[config.mk]
export PLATFORM = sky130hd
export DESIGN_NAME = scarv_cop_perm_stage
export DESIGN_NICKNAME = d
export VERILOG_FILES = /design/src/rtl/scarv_cop_perm_stage.sv
export SDC_FILE = /design/constraint.sdc
export NUM_CORES = 1
export LEC_CHECK = 0
export CAP_MARGIN = 30
export CORE_ASPECT_RATIO = 0.6
export CORE_MARGIN = 10
export CORE_UTILIZATION = 46
export CTS_CLUSTER_DIAMETER = 200
export DETAILED_ROUTE_END_ITERATION = 7
export PLACE_DENSITY_LB_ADDON = 0.1
export SLEW_MARGIN = 0
export SYNTH_ARGS = -nofsm -noshare
export SYNTH_HDL_FRONTEND = slang
export SYNTH_SLANG_ARGS = --single-unit
[constraint.sdc]
create_clock -name g_clk -period 3.51 [get_ports g_clk]
set_input_delay 0.5265 -clock g_clk [delete_from_list [all_inputs] [get_ports g_clk]]
set_output_delay 0.5265 -clock g_clk [all_outputs]
set_load 0.1 [all_outputs]
[src/rtl/scarv_cop_perm_stage.sv]
// Sequencing stage in front of the combinational permutation unit: registers the
// decoded instruction, runs one execute cycle, then holds the CPR write until acked.
module scarv_cop_perm_stage #(
    parameter int CNT_W = 16
) (
    input  logic             g_clk,
    input  logic             g_resetn,
    input  logic             flush,
    input  logic             id_valid,
    output logic             id_ready,
    input  logic [31:0]      id_rs1,
    input  logic [31:0]      id_rs3,
    input  logic [31:0]      id_imm,
    input  logic [15:0]      id_subclass,
    input  logic [3:0]       id_rd,
    output logic             perm_ivalid,
    output logic [31:0]      perm_rs1,
    output logic [31:0]      perm_rs3,
    output logic [31:0]      perm_imm,
    output logic [15:0]      perm_subclass,
    input  logic             perm_idone,
    input  logic [3:0]       perm_cpr_rd_ben,
    input  logic [31:0]      perm_cpr_rd_wdata,
    output logic             cpr_rd_wen,
    output logic [3:0]       cpr_rd_addr,
    output logic [3:0]       cpr_rd_ben,
    output logic [31:0]      cpr_rd_wdata,
    input  logic             cpr_rd_ack,
    output logic             id_exception,
    output logic [CNT_W-1:0] retired
);

    localparam int SCLASS_PERM_BIT  = 0;
    localparam int SCLASS_PERM_IBIT = 1;
    localparam int SCLASS_PERM_BYTE = 2;

    typedef enum logic [1:0] {
        ST_IDLE = 2'd0,
        ST_EXEC = 2'd1,
        ST_WB   = 2'd2,
        ST_EXC  = 2'd3
    } state_t;

    state_t           state_r;
    logic             perm_ivalid_r;
    logic [31:0]      rs1_r;
    logic [31:0]      rs3_r;
    logic [31:0]      imm_r;
    logic [15:0]      subclass_r;
    logic [3:0]       rd_r;
    logic             cpr_wen_r;
    logic [3:0]       cpr_addr_r;
    logic [3:0]       cpr_ben_r;
    logic [31:0]      cpr_wdata_r;
    logic             exc_r;
    logic [CNT_W-1:0] retired_r;

    logic             ready_s;
    logic             accept_s;
    logic             legal_s;

    function automatic logic exactly_one3(input logic [2:0] v);
        return (v == 3'b001) || (v == 3'b010) || (v == 3'b100);
    endfunction

    assign ready_s  = g_resetn & ~flush &
                      ((state_r == ST_IDLE) | ((state_r == ST_WB) & cpr_rd_ack));
    assign accept_s = ready_s & id_valid;
    assign legal_s  = exactly_one3({id_subclass[SCLASS_PERM_BYTE],
                                    id_subclass[SCLASS_PERM_IBIT],
                                    id_subclass[SCLASS_PERM_BIT]});

    // Operand registers double as the permute-unit drive: they are only non-zero in EXEC.
    always_ff @(posedge g_clk or negedge g_resetn) begin
        if (!g_resetn) begin
            state_r       <= ST_IDLE;
            perm_ivalid_r <= 1'b0;
            rs1_r         <= 32'd0;
            rs3_r         <= 32'd0;
            imm_r         <= 32'd0;
            subclass_r    <= 16'd0;
            rd_r          <= 4'd0;
            cpr_wen_r     <= 1'b0;
            cpr_addr_r    <= 4'd0;
            cpr_ben_r     <= 4'd0;
            cpr_wdata_r   <= 32'd0;
            exc_r         <= 1'b0;
            retired_r     <= {CNT_W{1'b0}};
        end else if (flush) begin
            state_r       <= ST_IDLE;
            perm_ivalid_r <= 1'b0;
            rs1_r         <= 32'd0;
            rs3_r         <= 32'd0;
            imm_r         <= 32'd0;
            subclass_r    <= 16'd0;
            cpr_wen_r     <= 1'b0;
            cpr_addr_r    <= 4'd0;
            cpr_ben_r     <= 4'd0;
            cpr_wdata_r   <= 32'd0;
            exc_r         <= 1'b0;
        end else begin
            exc_r <= 1'b0;
            case (state_r)
                ST_IDLE: begin
                    state_r <= ST_IDLE;
                end
                ST_EXEC: begin
                    if (perm_idone) begin
                        state_r       <= ST_WB;
                        cpr_wen_r     <= 1'b1;
                        cpr_addr_r    <= rd_r;
                        cpr_ben_r     <= perm_cpr_rd_ben;
                        cpr_wdata_r   <= perm_cpr_rd_wdata;
                        perm_ivalid_r <= 1'b0;
                        rs1_r         <= 32'd0;
                        rs3_r         <= 32'd0;
                        imm_r         <= 32'd0;
                        subclass_r    <= 16'd0;
                    end else begin
                        state_r <= ST_EXEC;
                    end
                end
                ST_WB: begin
                    if (cpr_rd_ack) begin
                        state_r     <= ST_IDLE;
                        retired_r   <= retired_r + {{(CNT_W-1){1'b0}}, 1'b1};
                        cpr_wen_r   <= 1'b0;
                        cpr_addr_r  <= 4'd0;
                        cpr_ben_r   <= 4'd0;
                        cpr_wdata_r <= 32'd0;
                    end else begin
                        state_r <= ST_WB;
                    end
                end
                ST_EXC: begin
                    state_r <= ST_IDLE;
                end
                default: begin
                    state_r <= ST_IDLE;
                end
            endcase

            // A new instruction may arrive from IDLE or in the ack cycle of WB.
            if (accept_s) begin
                rd_r <= id_rd;
                if (legal_s) begin
                    state_r       <= ST_EXEC;
                    perm_ivalid_r <= 1'b1;
                    rs1_r         <= id_rs1;
                    rs3_r         <= id_rs3;
                    imm_r         <= id_imm;
                    subclass_r    <= id_subclass;
                end else begin
                    state_r <= ST_EXC;
                    exc_r   <= 1'b1;
                end
            end
        end
    end

    assign id_ready      = ready_s;
    assign perm_ivalid   = perm_ivalid_r;
    assign perm_rs1      = rs1_r;
    assign perm_rs3      = rs3_r;
    assign perm_imm      = imm_r;
    assign perm_subclass = subclass_r;
    assign cpr_rd_wen    = cpr_wen_r;
    assign cpr_rd_addr   = cpr_addr_r;
    assign cpr_rd_ben    = cpr_ben_r;
    assign cpr_rd_wdata  = cpr_wdata_r;
    assign id_exception  = exc_r;
    assign retired       = retired_r;

endmodule

==> flow_summary.rst <==
.. list-table::
   :header-rows: 1

   * - Metric
     - Value
   * - Status
     - finished clean
   * - Placed cells
     - about 1200
   * - Flop2flop setup slack
     - around 1.5 ns
   * - Xor and xnor area share after synthesis
     - 0.0183
   * - Worst reg2reg endpoint
     - perm_subclass[7]
   * - Gate count of the mapped netlist
     - just over 700
   * - Worst stage delay on the critical path
     - between 1 and 1.5 ns
   * - Post-synthesis net count
     - 866
   * - Routed wire length
     - 26.6 mm
   * - Fraction of final layout cells with drive strength greater than 1
     - 0.0688
   * - Drt initial violations
     - approximately 470
   * - Final sum of negative setup slack
     - 0 ns
   * - Worst slew margin relative to its limit
     - 0.300
   * - Synthesis warning total
     - 0
   * - Clock Skews
     - around 0.015 ns
   * - Average vias per placed instance
     - about 5.5
   * - Master of the slowest instance on the critical path
     - clkdlybuf4s50_1
   * - Post-synth cell types
     - 37
   * - Count of cells along the worst register-to-register path
     - 5
   * - Overall track demand over capacity in global routing
     - 0.229
   * - Launch point of the worst reg-to-reg path
     - state_r[0]
   * - Antenna violations before repair
     - 2
   * - Sw power
     - ~0.0016 W
   * - Max Buffers Root-to-Sink
     - 2
   * - First-pass GRT wire length
     - approximately 42 mm
   * - Num rows
     - 36
   * - Buf/Inv on CP
     - 1
   * - Buffer cell driving the clock tree root
     - clkbuf_16
   * - Class of the most critical hold timing path
     - primary input to asynchronous set/reset pin
   * - Input/output buffers
     - 329
   * - Post-layout instance area
     - between 10000 and 15000 sq um
   * - Global route total overflow
     - 0
   * - Total standard cell area after synthesis
     - about 7700 sq um
   * - Die Span Y
     - between 100 and 150 um
   * - Sequential share of the synthesized area
     - 0.577
   * - Insertion delay to the later sink of the worst-skew pair
     - approximately 0.42 ns
   * - Synth-to-Final Area Change
     - 54.8%
   * - Cts repair resizes
     - 0
   * - Sequential power share
     - 0.415
   * - CP Capture Point
     - retired[2]
   * - Inserted Clock Buffers
     - 17
   * - Synth Area in Adders
     - 0.00163
   * - Total Die Area
     - 22400 sq um
   * - Period utilisation layout
     - 0.738
   * - Count of pins on the block boundary
     - 330
   * - Remaining design rule violation count
     - 0
   * - Core region area
     - approximately 16000 sq um
   * - Max-cap viol count
     - 0
   * - Ordered cell list for the critical path
     - clkdlybuf4s50_1
   * - Max FO, Critical Path
     - 5
   * - Number of levels in the clock H-tree
     - 4
   * - Final cell utilization of the core
     - 0.729
   * - Total inserted antenna cells
     - 0
   * - Leakage power
     - about 5 nW
   * - Time the worst path needs with I/O delays and setup
     - between 2 and 3 ns
   * - Post-layout power
     - 0.00519 W
   * - Switching fraction of total power
     - 0.306
   * - Worst IR Drop VDD
     - 0.000282 V
   * - Combinational cell fraction of total power
     - 0.192
   * - Actual transition at the worst max-transition pin
     - ~1.0 ns
   * - Buffers inserted during post-CTS setup optimization
     - 0
   * - Routed length per placed instance
     - about 21 um
   * - Critical path startpoint
     - retired[2]
   * - Horizontal extent of the die
     - between 150 and 200 um
   * - Pin count of the biggest net entering global routing
     - about 120
   * - Routed via count
     - ~6900
   * - Predominant post-synthesis flop cell
     - dfrtp_1
   * - Share of cell area taken by muxes after synthesis
     - 0
   * - Unrepaired setup endpoints after global routing
     - no
   * - Commonest non-fill, non-tap cell in the layout
     - clkdlybuf4s50_1
   * - Number of flops mapped to enable cells by yosys
     - 0
   * - Final weighted congestion in routability-driven placement
     - 0.780
   * - P per Cell Area
     - ~440 nW/um^2
   * - Vias in the first global route
     - slightly below 7000
   * - Compound-cell area share of the yosys netlist
     - 0.127
   * - Critical path start-end classification
     - register to output pin
   * - Final setup viols
     - 0
   * - Share of flip-flops with an asynchronous set or reset
     - 1.00
   * - Top library cells by usage in the layout, fill and taps aside
     - 322 x clkdlybuf4s50_1, 177 x dfrtp_1, 136 x nand2_1
   * - Number of storage elements in the synthesis netlist
     - between 150 and 200
   * - Max Clk Rate
     - 0.386 GHz
   * - Pre-antenna DRT Iters
     - 5
   * - Critical path arrival
     - 2.06 ns
   * - Number of cells in the finished layout apart from fillers
     - ~1200
   * - Setup crit start kind
     - register
   * - CTS Hold Bufs
     - 0
   * - Sinks on the clock net
     - 177
   * - Top delay family on crit path
     - buffers and inverters
   * - HPWL after detailed placement
     - approximately 18 mm
   * - Average footprint of a synthesized cell
     - between 10 and 15 sq um
   * - Critical Path Stages
     - 1
   * - Main combinational cell family by area after synthesis
     - simple AND/OR/NAND/NOR gates
   * - Number of hold-slack violations in the final timing report
     - 0
   * - Clock tree from TritonCTS
     - built
   * - CP endpoint kind
     - output pin
   * - Final Max Slew Viols
     - 0
   * - Clock slew at reported path FFs
     - 0.07 ns
   * - Internal Dissipation
     - around 0.0036 W
   * - Placed instance area
     - between 10000 and 15000 sq um
   * - Final antenna-violating net count
     - 0
   * - Data required time at the worst endpoint
     - slightly below 3 ns
   * - Post-Synth Simple-Gate Area
     - 0.228
   * - Nets
     - between 1000 and 1500
   * - Portion of total power attributed to the clock network
     - 0.394
   * - Initial Util
     - 0.471
==> kinds of logic after synthesis <==
logic type / after synthesis
flip-flops: 177
AO/OA/AOI/OAI: 161
buffers and inverters: 73
AND/OR/NAND/NOR: 279
XOR/XNOR: 16
adder cells (fa/ha/maj): 1
==> synth_stat cells, types with 2 or more instances <==
cell      count  area, sq um
xor2_1        4         35.0
nor4_4        2         42.5
clkbuf_2      3         15.0
clkbuf_1     26         97.6
buf_2        29          145
and3_1        4         25.0
o21ai_1      90          450
and4_1        2         17.5
nand4b_1    111          972
nand4_1       4         25.0
dfrtp_1     177         4430
o21a_1        2         15.0
xnor2_1      12          105
buf_4        10         75.1
buf_6         3         33.8
o21ai_0      23          115
a21o_1        2         15.0
a22o_1       40          350
nand2_1     136          510
inv_1         2         7.51
nand3_1       4         20.0
a21oi_1       2         10.0
nor2_1        5         18.8
==> stage by stage <==
step                      hold WS [ns]  worst slack (ns)
after floorplan                  0.231              1.33
after global routing             0.237             0.876
after global placement           0.460             0.975
after detailed placement         0.464             0.930
final                            0.192             0.920
after CTS                        0.212             0.899
==> area by class of cell <==
type	count	area [sq um]
inverters	2	7.51
repair buffers	349	3630
clock inverters	13	194
fillers	1249	4430
well taps	228	285
multi-input cells	457	2890
flip-flops and latches	177	4430
clock buffers	19	443
==> power by group through the flow <==
stage	Sequential (W)	Clock, W	Combinational (W)
6_report	0.00215	0.00204	0.000995
5_1_grt	0.00216	0.00215	0.00104
4_1_cts	0.00215	0.00206	0.000993
3_5_place_dp	0.00219	0	0.000987
3_3_place_gp	0.00219	0	0.000981
2_1_floorplan	0.00255	0	0.000210
==> routing by layer <==
layer  up-vias  track usage  wire, um
met2       290        0.361     12400
met4         0       0.0532       347
met5         -            0         0
met3        22       0.0975      2610
met1      3405        0.288     11200
li1       3138            -         -
==> how the worst min path moves through the flow <==
stage | start | end | slack (ns) | cells past startpoint
6_report | g_resetn | perm_subclass[8] | 0.19 | 2
5_1_grt | g_resetn | cpr_rd_wdata[6] | 0.24 | 2
4_1_cts | g_resetn | perm_subclass[8] | 0.21 | 2
3_5_place_dp | rd_r[2] | rd_r[2] | 0.46 | 2
3_3_place_gp | rd_r[3] | rd_r[3] | 0.46 | 2
2_1_floorplan | g_resetn | cpr_rd_addr[0] | 0.23 | 0
==> state kept, by name, indices dropped and copies added, names as in the netlist <==
| signal | cells |
|---|---|
| cpr_rd_wen | 1 |
| cpr_rd_addr | 4 |
| perm_rs1 | 32 |
| rd_r | 4 |
| cpr_rd_wdata | 32 |
| perm_ivalid | 1 |
| state_r | 2 |
| perm_imm | 32 |
| perm_rs3 | 32 |
| retired | 16 |
| perm_subclass | 16 |
| id_exception | 1 |
| cpr_rd_ben | 4 |
Power figures use the tool's default switching activity.
